**config.mk**
```make
export PLATFORM = sky130hd
export DESIGN_NAME = float2fix_flat
export DESIGN_NICKNAME = d
export VERILOG_FILES = /design/src/rtl/float2fix_if.sv /design/src/rtl/float2fix.sv /design/src/flat_wrapper.sv
export SDC_FILE = /design/constraint.sdc
export NUM_CORES = 1
export LEC_CHECK = 0
export ABC_AREA = 0
export BUFFER_PORTS_ARGS = -buffer_cell sky130_fd_sc_hd__buf_2
export CAP_MARGIN = 0
export CORE_MARGIN = 3
export CORE_UTILIZATION = 45
export CTS_CLUSTER_DIAMETER = 150
export DETAILED_ROUTE_END_ITERATION = 12
export PLACE_DENSITY = 0.62
export SLEW_MARGIN = 20
export SYNTH_ARGS = -nofsm -noshare
export SYNTH_HDL_FRONTEND = slang
export SYNTH_SLANG_ARGS = --single-unit
```
**constraint.sdc**
```tcl
create_clock -name clk -period 4.81 [get_ports clk]
set_input_delay 0.2405 -clock clk [delete_from_list [all_inputs] [get_ports clk]]
set_output_delay 0.2405 -clock clk [all_outputs]
set_load 0.1 [all_outputs]
```
**src/rtl/float2fix_if.sv**
```systemverilog
// float2fix_if: operand and result bundle of the float-to-fixed converter.
// The producer/consumer side takes the master modport; the converter takes slave.
interface float2fix_if;
    logic        src_valid;
    logic [31:0] src;
    logic [31:0] fraction_len;
    logic        dst_valid;
    logic [31:0] dst;

    modport master (
        output src_valid, src, fraction_len,
        input  dst_valid, dst
    );

    modport slave (
        input  src_valid, src, fraction_len,
        output dst_valid, dst
    );
endinterface

```
**src/rtl/float2fix.sv**
```systemverilog
// float2fix: IEEE-754 single to signed 32-bit fixed point with a per-operand
// fractional bit count. Operands are captured on an enabled edge and leave the
// S3 result register three enabled edges later. Rounding is to nearest with
// ties away from zero; out-of-range values and infinities saturate, while NaN,
// zero and denormal inputs give zero.
module float2fix (
    input  logic       clk,
    input  logic       rstn,
    input  logic       enable,
    float2fix_if.slave bus
);

    // Capture register: raw operand plus its clamped fraction length
    logic        vld_p0_q;
    logic [31:0] src_p0_q;
    logic [4:0]  f_p0_q;
    logic [4:0]  f_p0_d;

    // S1: unpack / classify / shift amount
    logic              vld_p1_q;
    logic              sign_p1_q,  sign_p1_d;
    logic              zero_p1_q,  zero_p1_d;
    logic              inf_p1_q,   inf_p1_d;
    logic [23:0]       sig_p1_q,   sig_p1_d;
    logic signed [9:0] sh_p1_q,    sh_p1_d;

    // S2: aligned magnitude with guard and sticky
    logic        vld_p2_q;
    logic        sign_p2_q, sign_p2_d;
    logic        zero_p2_q, zero_p2_d;
    logic        sat_p2_q,  sat_p2_d;
    logic [31:0] mag_p2_q,  mag_p2_d;
    logic        grd_p2_q,  grd_p2_d;
    logic        stk_p2_q,  stk_p2_d;

    // S3: result
    logic        vld_p3_q;
    logic [31:0] dst_q, dst_d;

    // Alignment temporaries
    logic        ovf;
    logic [9:0]  rsh;
    logic [71:0] ext;

    // Magnitude at or above one half of an LSB rounds away from zero, so an
    // exact tie and an above-half remainder both increment.
    function automatic logic [32:0] round_mag(input logic [31:0] mag,
                                              input logic grd, input logic stk);
        logic inc;
        inc = (grd & stk) | (grd & ~stk);
        return {1'b0, mag} + {32'h0, inc};
    endfunction

    // Applies the sign after rounding and clamps to the signed 32-bit range.
    function automatic logic [31:0] sat_fix(input logic sign, input logic zero,
                                            input logic sat, input logic [32:0] rmag);
        if (zero)
            return 32'h0000_0000;
        if (sat)
            return sign ? 32'h8000_0000 : 32'h7FFF_FFFF;
        if (!sign)
            return (rmag > 33'h0_7FFF_FFFF) ? 32'h7FFF_FFFF : rmag[31:0];
        if (rmag > 33'h0_8000_0000)
            return 32'h8000_0000;
        return 32'(-rmag[31:0]);
    endfunction

    // Clamp the requested fraction length to 31 before it enters the pipe
    always_comb begin
        f_p0_d = (|bus.fraction_len[31:5]) ? 5'd31 : bus.fraction_len[4:0];
    end

    // ---- p0 -> p1: unpack fields, classify, signed shift exp-127+F-23 ----
    always_comb begin
        sign_p1_d = src_p0_q[31];
        zero_p1_d = (src_p0_q[30:23] == 8'h00) ||
                    ((src_p0_q[30:23] == 8'hFF) && (src_p0_q[22:0] != 23'h0));
        inf_p1_d  = (src_p0_q[30:23] == 8'hFF) && (src_p0_q[22:0] == 23'h0);
        sig_p1_d  = {1'b1, src_p0_q[22:0]};
        sh_p1_d   = $signed({2'b00, src_p0_q[30:23]}) + $signed({5'b00000, f_p0_q})
                    - 10'sd150;
    end

    // ---- p1 -> p2: align; left shifts past bit 31 flag overflow first ----
    always_comb begin
        mag_p2_d  = 32'h0;
        grd_p2_d  = 1'b0;
        stk_p2_d  = 1'b0;
        ovf       = 1'b0;
        rsh       = 10'h0;
        ext       = 72'h0;
        if (!sh_p1_q[9]) begin
            if (sh_p1_q > 10'sd8)
                ovf = 1'b1;
            else
                mag_p2_d = {8'h00, sig_p1_q} << sh_p1_q[3:0];
        end else begin
            rsh = -sh_p1_q;
            if (rsh > 10'd48) begin
                // Every significand bit lies below the guard position
                stk_p2_d = 1'b1;
            end else begin
                ext      = {sig_p1_q, 48'h0} >> rsh[5:0];
                mag_p2_d = {8'h00, ext[71:48]};
                grd_p2_d = ext[47];
                stk_p2_d = |ext[46:0];
            end
        end
        sign_p2_d = sign_p1_q;
        zero_p2_d = zero_p1_q;
        sat_p2_d  = !zero_p1_q && (inf_p1_q || ovf);
    end

    // ---- p2 -> p3: round, negate, saturate ----
    always_comb begin
        dst_d = sat_fix(sign_p2_q, zero_p2_q, sat_p2_q,
                        round_mag(mag_p2_q, grd_p2_q, stk_p2_q));
    end

    // Data path registers advance together on enable; valid bits qualify them
    always_ff @(posedge clk) begin
        if (enable) begin
            src_p0_q  <= bus.src;
            f_p0_q    <= f_p0_d;
            sign_p1_q <= sign_p1_d;
            zero_p1_q <= zero_p1_d;
            inf_p1_q  <= inf_p1_d;
            sig_p1_q  <= sig_p1_d;
            sh_p1_q   <= sh_p1_d;
            sign_p2_q <= sign_p2_d;
            zero_p2_q <= zero_p2_d;
            sat_p2_q  <= sat_p2_d;
            mag_p2_q  <= mag_p2_d;
            grd_p2_q  <= grd_p2_d;
            stk_p2_q  <= stk_p2_d;
        end
    end

    // Valid chain and result register; dst only changes for a valid operand
    always_ff @(posedge clk or negedge rstn) begin
        if (!rstn) begin
            vld_p0_q <= 1'b0;
            vld_p1_q <= 1'b0;
            vld_p2_q <= 1'b0;
            vld_p3_q <= 1'b0;
            dst_q    <= 32'h0;
        end else if (enable) begin
            vld_p0_q <= bus.src_valid;
            vld_p1_q <= vld_p0_q;
            vld_p2_q <= vld_p1_q;
            vld_p3_q <= vld_p2_q;
            if (vld_p2_q)
                dst_q <= dst_d;
        end
    end

    assign bus.dst       = dst_q;
    assign bus.dst_valid = vld_p3_q;

endmodule

```
**src/flat_wrapper.sv**
```systemverilog
// flat-port wrapper written by rule: the top's interface ports become plain ports
module float2fix_flat 
  (clk, rstn, enable, bus_src_valid, bus_src, bus_fraction_len, bus_dst_valid, bus_dst);
  float2fix_if bus_i ();
  input  logic clk;
  input  logic rstn;
  input  logic enable;
  input wire logic [$bits(bus_i.src_valid)-1:0] bus_src_valid;
  input wire logic [$bits(bus_i.src)-1:0] bus_src;
  input wire logic [$bits(bus_i.fraction_len)-1:0] bus_fraction_len;
  output wire logic [$bits(bus_i.dst_valid)-1:0] bus_dst_valid;
  output wire logic [$bits(bus_i.dst)-1:0] bus_dst;
  assign bus_i.src_valid = bus_src_valid;
  assign bus_i.src = bus_src;
  assign bus_i.fraction_len = bus_fraction_len;
  assign bus_dst_valid = bus_i.dst_valid;
  assign bus_dst = bus_i.dst;
  float2fix u_core (.clk(clk), .rstn(rstn), .enable(enable), .bus(bus_i));
endmodule
```
==> run summary, run 1 <==
Io pins = 101
Layout Nets = 1196
Post-synth EDFFs = 109
Worst Skew = 8.26 ps
Period Utilization, post-route = 0.910
Via count = 8343
ANT nets after route = 0
Most Crowded Layer GR = met2
ANT cells = 0
GRT Util Overall = 0.212
Synth-to-Final Area Change = 16.2%
CP Capture Type = register
Met3 Track Usage GR = 0.0281
Min-delay worst type = in2reg
Initial core utilization = 0.466
CTS tree = done
Slowest CP cell = or4_1
Commonest non-fill, non-tap cells in the layout = edfxtp_1 (109), nand2_1 (104), buf_2 (99)
Synth Area in Adders = 0.0195
Logic gate share of total power = 0.374
CP Data Required Time = 5140 ps
Worst skew pair latency = 420 ps
Place WS = 499 ps
Die footprint = 24000 sq um
Clk sinks = 145
Sw power = 1.90 mW
WP buf/inv = 0
Synthesized cell area = 9990 sq um
Switching share of power = 0.398
Root buffer cell = clkbuf_16
Total negative setup slack = 0 ps
Post-Route WL = 25.4 mm
Synth Warn # = 0
Fin. Hold Viols = 0
Synth Area per Inst = 9.87 sq um
Synth Instances = 1012
Simple-Gate Fraction of Synth Area = 0.196
GP Congestion = 0.938
Pwr/cell area = 412 nW/um^2
Tot Pwr = 4.78 mW
Largest net degree at the start of global routing = 48
RSZ-0062 raised after global routing = no
Part of the power in registers = 0.347
First-pass GRT wire length = 41.3 mm
Syn_nets = 1095
Max-cap check violation count = 0
Yosys reg bits = 145
Max-slew violations = 0
Mux cell area share after synthesis = 0.111
Row cnt = 53
Largest family of logic cells by synthesized area = simple AND/OR/NAND/NOR gates
VDD IR max = 0.000250 V
Asr flop ratio synth = 0.248
Critical path's largest stage delay = 540 ps
Worst Path Class, Setup = reg2reg
Final setup viols = 0
Drt drc = 0
Most common cell after layout, fill and taps aside = edfxtp_1
Final Critical Period = 4380 ps
Average wire per standard cell = 18.1 um
Layout cells sized above 1 = 0.185
CTS Buffer Depth = 2
Top cell family by delay on the critical path = simple AND/OR/NAND/NOR gates
Post-synthesis cell type count = 77
H-tree depth = 4
Number of global-route vias before repair = 7729
Grt met2 use = 0.350
Die Span X = 155 um
Clock power share = 0.279
Worst-path clk slew = 60 ps
Die H = 155 um
DR vias/cell = 5.96
I/O Buffers = 100
PnR worst setup slack = 433 ps
Hpwl dp = 18.6 mm
Met1 GRT Util = 0.283
Total grt overflow = 0
DRT iter0 DRCs = 636
Num CTS Buffers = 17
Leakage power = 4.32 nW
Arrival time of the worst setup path = 4710 ps
Startpoint types = register
Compound-cell area share of the yosys netlist = 0.163
Post-Synth XOR/XNOR Area = 0.0561
Worst slew pin tran = 973 ps
Internal power = 2.88 mW
Initial antenna violation count = 0
Crit path cell chain = ha_1 -> and3_1 -> nand3_1 -> xnor2_1 -> or4b_1 -> a2111oi_0 -> nand4_1 -> or4_1 -> a31o_2 -> a21o_1 -> a32oi_1
DR pass1 iterations = 5
Synth Flop Type = edfxtp_1
Core Box Area = 21400 sq um
Critical path peak fanout = 23
Status = completed
Fmax = 228 MHz
Slew HR = 0.351
Post-synthesis sequential area ratio = 0.418
## final timing paths
kind / startpoint / to / slack (ps) / cells after the start
worst max-delay path: u_core.mag_p2_q[1]$_DFFE_PP_ / u_core.bus.dst[18]$_DFFE_PN0P_ / 430 / 11
worst min-delay path: bus_src_valid / u_core.vld_p0_q$_DFFE_PN0P_ / 40 / 2
worst max register to register: u_core.mag_p2_q[1]$_DFFE_PP_ / u_core.bus.dst[18]$_DFFE_PN0P_ / 430 / 11
worst min register to register: u_core.src_p0_q[31]$_DFFE_PP_ / u_core.sign_p1_q$_DFFE_PP_ / 420 / 0
max in group asynchronous: rstn / u_core.bus.dst[29]$_DFFE_PN0P_ / 3850 / 2
min in group asynchronous: rstn / u_core.bus.dst[5]$_DFFE_PN0P_ / 440 / 2
## power by group through the flow
stage / Sequential (mW) / Clock [mW] / Combinational (mW)
after floorplan: 2.15 / 0 / 0.888
after global placement: 1.68 / 0 / 1.74
after detailed placement: 1.68 / 0 / 1.75
after CTS: 1.66 / 1.36 / 1.77
after global routing: 1.68 / 1.41 / 1.91
final: 1.66 / 1.33 / 1.79
## cell type report
class | count | area (sq um)
clock inverters | 14 | 168
multi-input cells | 777 | 5460
inverters | 21 | 78.8
fillers | 1888 | 9810
clock buffers | 17 | 425
repair buffers | 151 | 968
flip-flops and latches | 145 | 4170
well taps | 275 | 344
## what timing repair did
action                                 CTS  global route
endpoints found under the hold margin   68             0
hold buffers                            33             0
gates resized for setup                  0             0
buffers inserted                         0             0
## registers in the layout (all words and copies together) (netlist names), 5 cells and up
signal	cells
u_core.f_p0_q	5
u_core.sh_p1_q	10
u_core.mag_p2_q	32
u_core.sig_p1_q	23
u_core.bus.dst	32
u_core.src_p0_q	32
## layer usage
layer,part of all wire,vias to the layer above,wire length (um)
met5,0,-,0
met4,0.034,0,855
met3,0.045,49,1150
met2,0.48,309,12100
met1,0.44,3897,11200
li1,-,4088,-
## kinds of logic after synthesis
kind of cell | Yosys count
buffers and inverters | 90
adder cells (fa/ha/maj) | 15
AND/OR/NAND/NOR | 378
multiplexers | 75
flip-flops | 145
XOR/XNOR | 64
AO/OA/AOI/OAI | 245
## per-stage QoR
stage | cells | utilization | hold WS (ps) | area [sq um]
2_1_floorplan | 1012 | - | -55.1 | 9990
3_3_place_gp | 1336 | 0.499 | 380 | 10700
3_5_place_dp | 1336 | 0.499 | 387 | 10700
4_1_cts | 1400 | 0.542 | 29.4 | 11600
5_1_grt | 1400 | 0.542 | 47.1 | 11600
6_report | 1400 | 0.542 | 42.9 | 11600
## cell usage after synthesis, types with 16 or more instances
cell / instances / area share
nor2_1: 69 / 0.026
o21ai_0: 49 / 0.025
dfrtp_1: 36 / 0.090
a22oi_1: 19 / 0.014
nand3_1: 35 / 0.018
xnor2_1: 36 / 0.032
o22ai_1: 21 / 0.013
inv_1: 19 / 0.0071
nand2b_1: 17 / 0.011
a22o_1: 16 / 0.014
nor3_1: 23 / 0.012
mux4_2: 27 / 0.061
edfxtp_1: 109 / 0.33
a21oi_1: 55 / 0.028
nand4_1: 28 / 0.018
mux2i_1: 30 / 0.030
nor4_1: 30 / 0.019
clkbuf_1: 51 / 0.019
nand2_1: 104 / 0.039
xor2_1: 28 / 0.025
mux2_2: 18 / 0.020
No activity file was read; power rests on OpenSTA's default activity.
==> run 2, diff against run 1 <==
- BUFFER_PORTS_ARGS: -buffer_cell sky130_fd_sc_hd__buf_2 -> default
- DONT_BUFFER_PORTS: default -> 1
- PLACE_DENSITY: 0.62 -> 0.58
==> run 2 against run 1 <==
Against the previous run:
- routed wire length up 3.7%
- setup slack better by 95 ps
- critical path depth unchanged
- die area unchanged
- fmax up 2.2%
- worst hold slack better by 140 ps
==> run summary, run 2 (synthesized netlist as in run 1, its figures left out) <==
Status = completed
First-pass GRT wire length = 42.3 mm
Internal power = 2.91 mW
Number of setup buffers added after CTS = 0
Max-cap check violation count = 0
Final hold slack = 184 ps
Post-Route WL = 26.3 mm
# fillers = 1881
Io pins = 101
Worst Skew = 18.6 ps
Worst slew pin tran = 1060 ps
Leakage power = 3.99 nW
Min-delay worst type = in2reg
Switching share of power = 0.389
Final setup viols = 0
Sequential Area = 4170 sq um
ANT nets after route = 0
Row cnt = 53
Die Span X = 155 um
Layout Nets = 1107
Worst-path clk slew = 60 ps
DRT iter0 DRCs = 639
Total negative setup slack = 0 ps
Average wire per standard cell = 20.0 um
CP Data Required Time = 5150 ps
Commonest non-fill, non-tap cells in the layout = edfxtp_1 (109), nand2_1 (104), nor2_1 (69)
WP buf/inv = 0
Pwr/cell area = 423 nW/um^2
Die H = 155 um
Post_cts resized = 0
Part of the power in registers = 0.459
Largest net degree at the start of global routing = 111
Fmax = 234 MHz
GP Congestion = 0.949
Via count = 8092
H-tree depth = 4
GRT Util Overall = 0.220
WL met3 = 1.25 mm
Arrival time of the worst setup path = 4630 ps
Max-slew violations = 0
RSZ-0062 raised after global routing = no
Logic gate share of total power = 0.247
Critical path's largest stage delay = 540 ps
Root buffer cell = clkbuf_16
Drt drc = 0
Synth-to-Final Area Change = 12.9%
Met1 wire length = 11.4 mm
Initial antenna violation count = 0
Num CTS Buffers = 17
CTS Buffer Depth = 2
Worst Path Class, Setup = reg2reg
Die footprint = 24000 sq um
Most common cell after layout, fill and taps aside = edfxtp_1
Metal2 WL = 12.8 mm
CTS tree = done
Number of global-route vias before repair = 7694
Period Utilization, post-route = 0.890
Critical path peak fanout = 23
VDD IR max = 0.000328 V
Crit path cell chain = ha_1 -> and3_1 -> nand3_1 -> xnor2_1 -> or4b_1 -> a2111oi_0 -> nand4_1 -> or4_1 -> a31o_2 -> a22oi_1 -> a22o_1
Fin. Hold Viols = 0
DR pass1 iterations = 5
Total grt overflow = 0
Layout cells sized above 1 = 0.105
Worst skew pair latency = 420 ps
Clock power share = 0.294
I/O Buffers = 0
CP Capture Type = register
Top cell family by delay on the critical path = simple AND/OR/NAND/NOR gates
Slew HR = 0.290
DR vias/cell = 6.17
Slowest CP cell = or4_1
Top layer in use = met4
Startpoint types = register
Core Box Area = 21400 sq um
Multi-input logic area = 5460 sq um
Clk sinks = 145
ANT cells = 0
Final Critical Period = 4280 ps
Hpwl dp = 19.0 mm
Sw power = 1.86 mW
Initial core utilization = 0.466
-- run 2: power by group through the flow --
stage / Combinational [mW] / Sequential (mW) / Clock (mW)
floorplan: 0.888 / 2.15 / 0
global placement: 1.10 / 2.21 / 0
detailed placement: 1.11 / 2.22 / 0
CTS: 1.17 / 2.19 / 1.44
global route: 1.30 / 2.21 / 1.49
finish: 1.18 / 2.19 / 1.40
-- run 2: worst paths after layout --
check                                                   from  depth (start not counted)  slack [ps]                              to
min in group asynchronous                               rstn                          2         280   u_core.bus.dst[6]$_DFFE_PN0P_
worst min-delay path                    bus_fraction_len[30]                          3         180  u_core.f_p0_q[2]$_SDFFCE_PP1P_
worst min register to register    u_core.sign_p1_q$_DFFE_PP_                          0         420      u_core.sign_p2_q$_DFFE_PP_
worst max-delay path            u_core.mag_p2_q[1]$_DFFE_PP_                         11         530  u_core.bus.dst[13]$_DFFE_PN0P_
max in group asynchronous                               rstn                          2        4340  u_core.bus.dst[22]$_DFFE_PN0P_
worst max register to register  u_core.mag_p2_q[1]$_DFFE_PP_                         11         530  u_core.bus.dst[13]$_DFFE_PN0P_
-- run 2: timing repair --
item	CTS	global route
endpoints found under the hold margin	183	1
hold buffers	41	1
endpoints found under the setup margin	0	0
-- run 2: through the flow --
stage	total power [mW]	area [sq um]	worst slack (ps)	instances	util
floorplan	3.04	9990	842	1012	-
global placement	3.32	10200	635	1238	0.476
detailed placement	3.32	10200	566	1238	0.476
CTS	4.79	11300	554	1311	0.526
global route	5.01	11300	167	1312	0.526
finish	4.77	11300	528	1312	0.526
-- run 2: cell type report --
cell class	count	area share
clock buffers	20	0.0387
clock inverters	12	0.0168
inverters	21	0.00699
multi-input cells	777	0.484
flip-flops and latches	145	0.370
well taps	275	0.0305
repair buffers	62	0.0530
-- run 2: routing by layer --
layer / global-route usage / vias to the layer above
li1: - / 3902
met1: 0.288 / 3835
met2: 0.365 / 301
met3: 0.0367 / 54
met4: 0.0904 / 0
met5: 0 / -
-- run 2: worst reg2reg max path, stage by stage (launching register included) --
cell and delay (ps):
edfxtp_1 510, ha_1 520, and3_1 460, nand3_1 140, xnor2_1 170, or4b_1 490, a2111oi_0 380, nand4_1 190
or4_1 540, a31o_2 420, a22oi_1 260, a22o_1 150
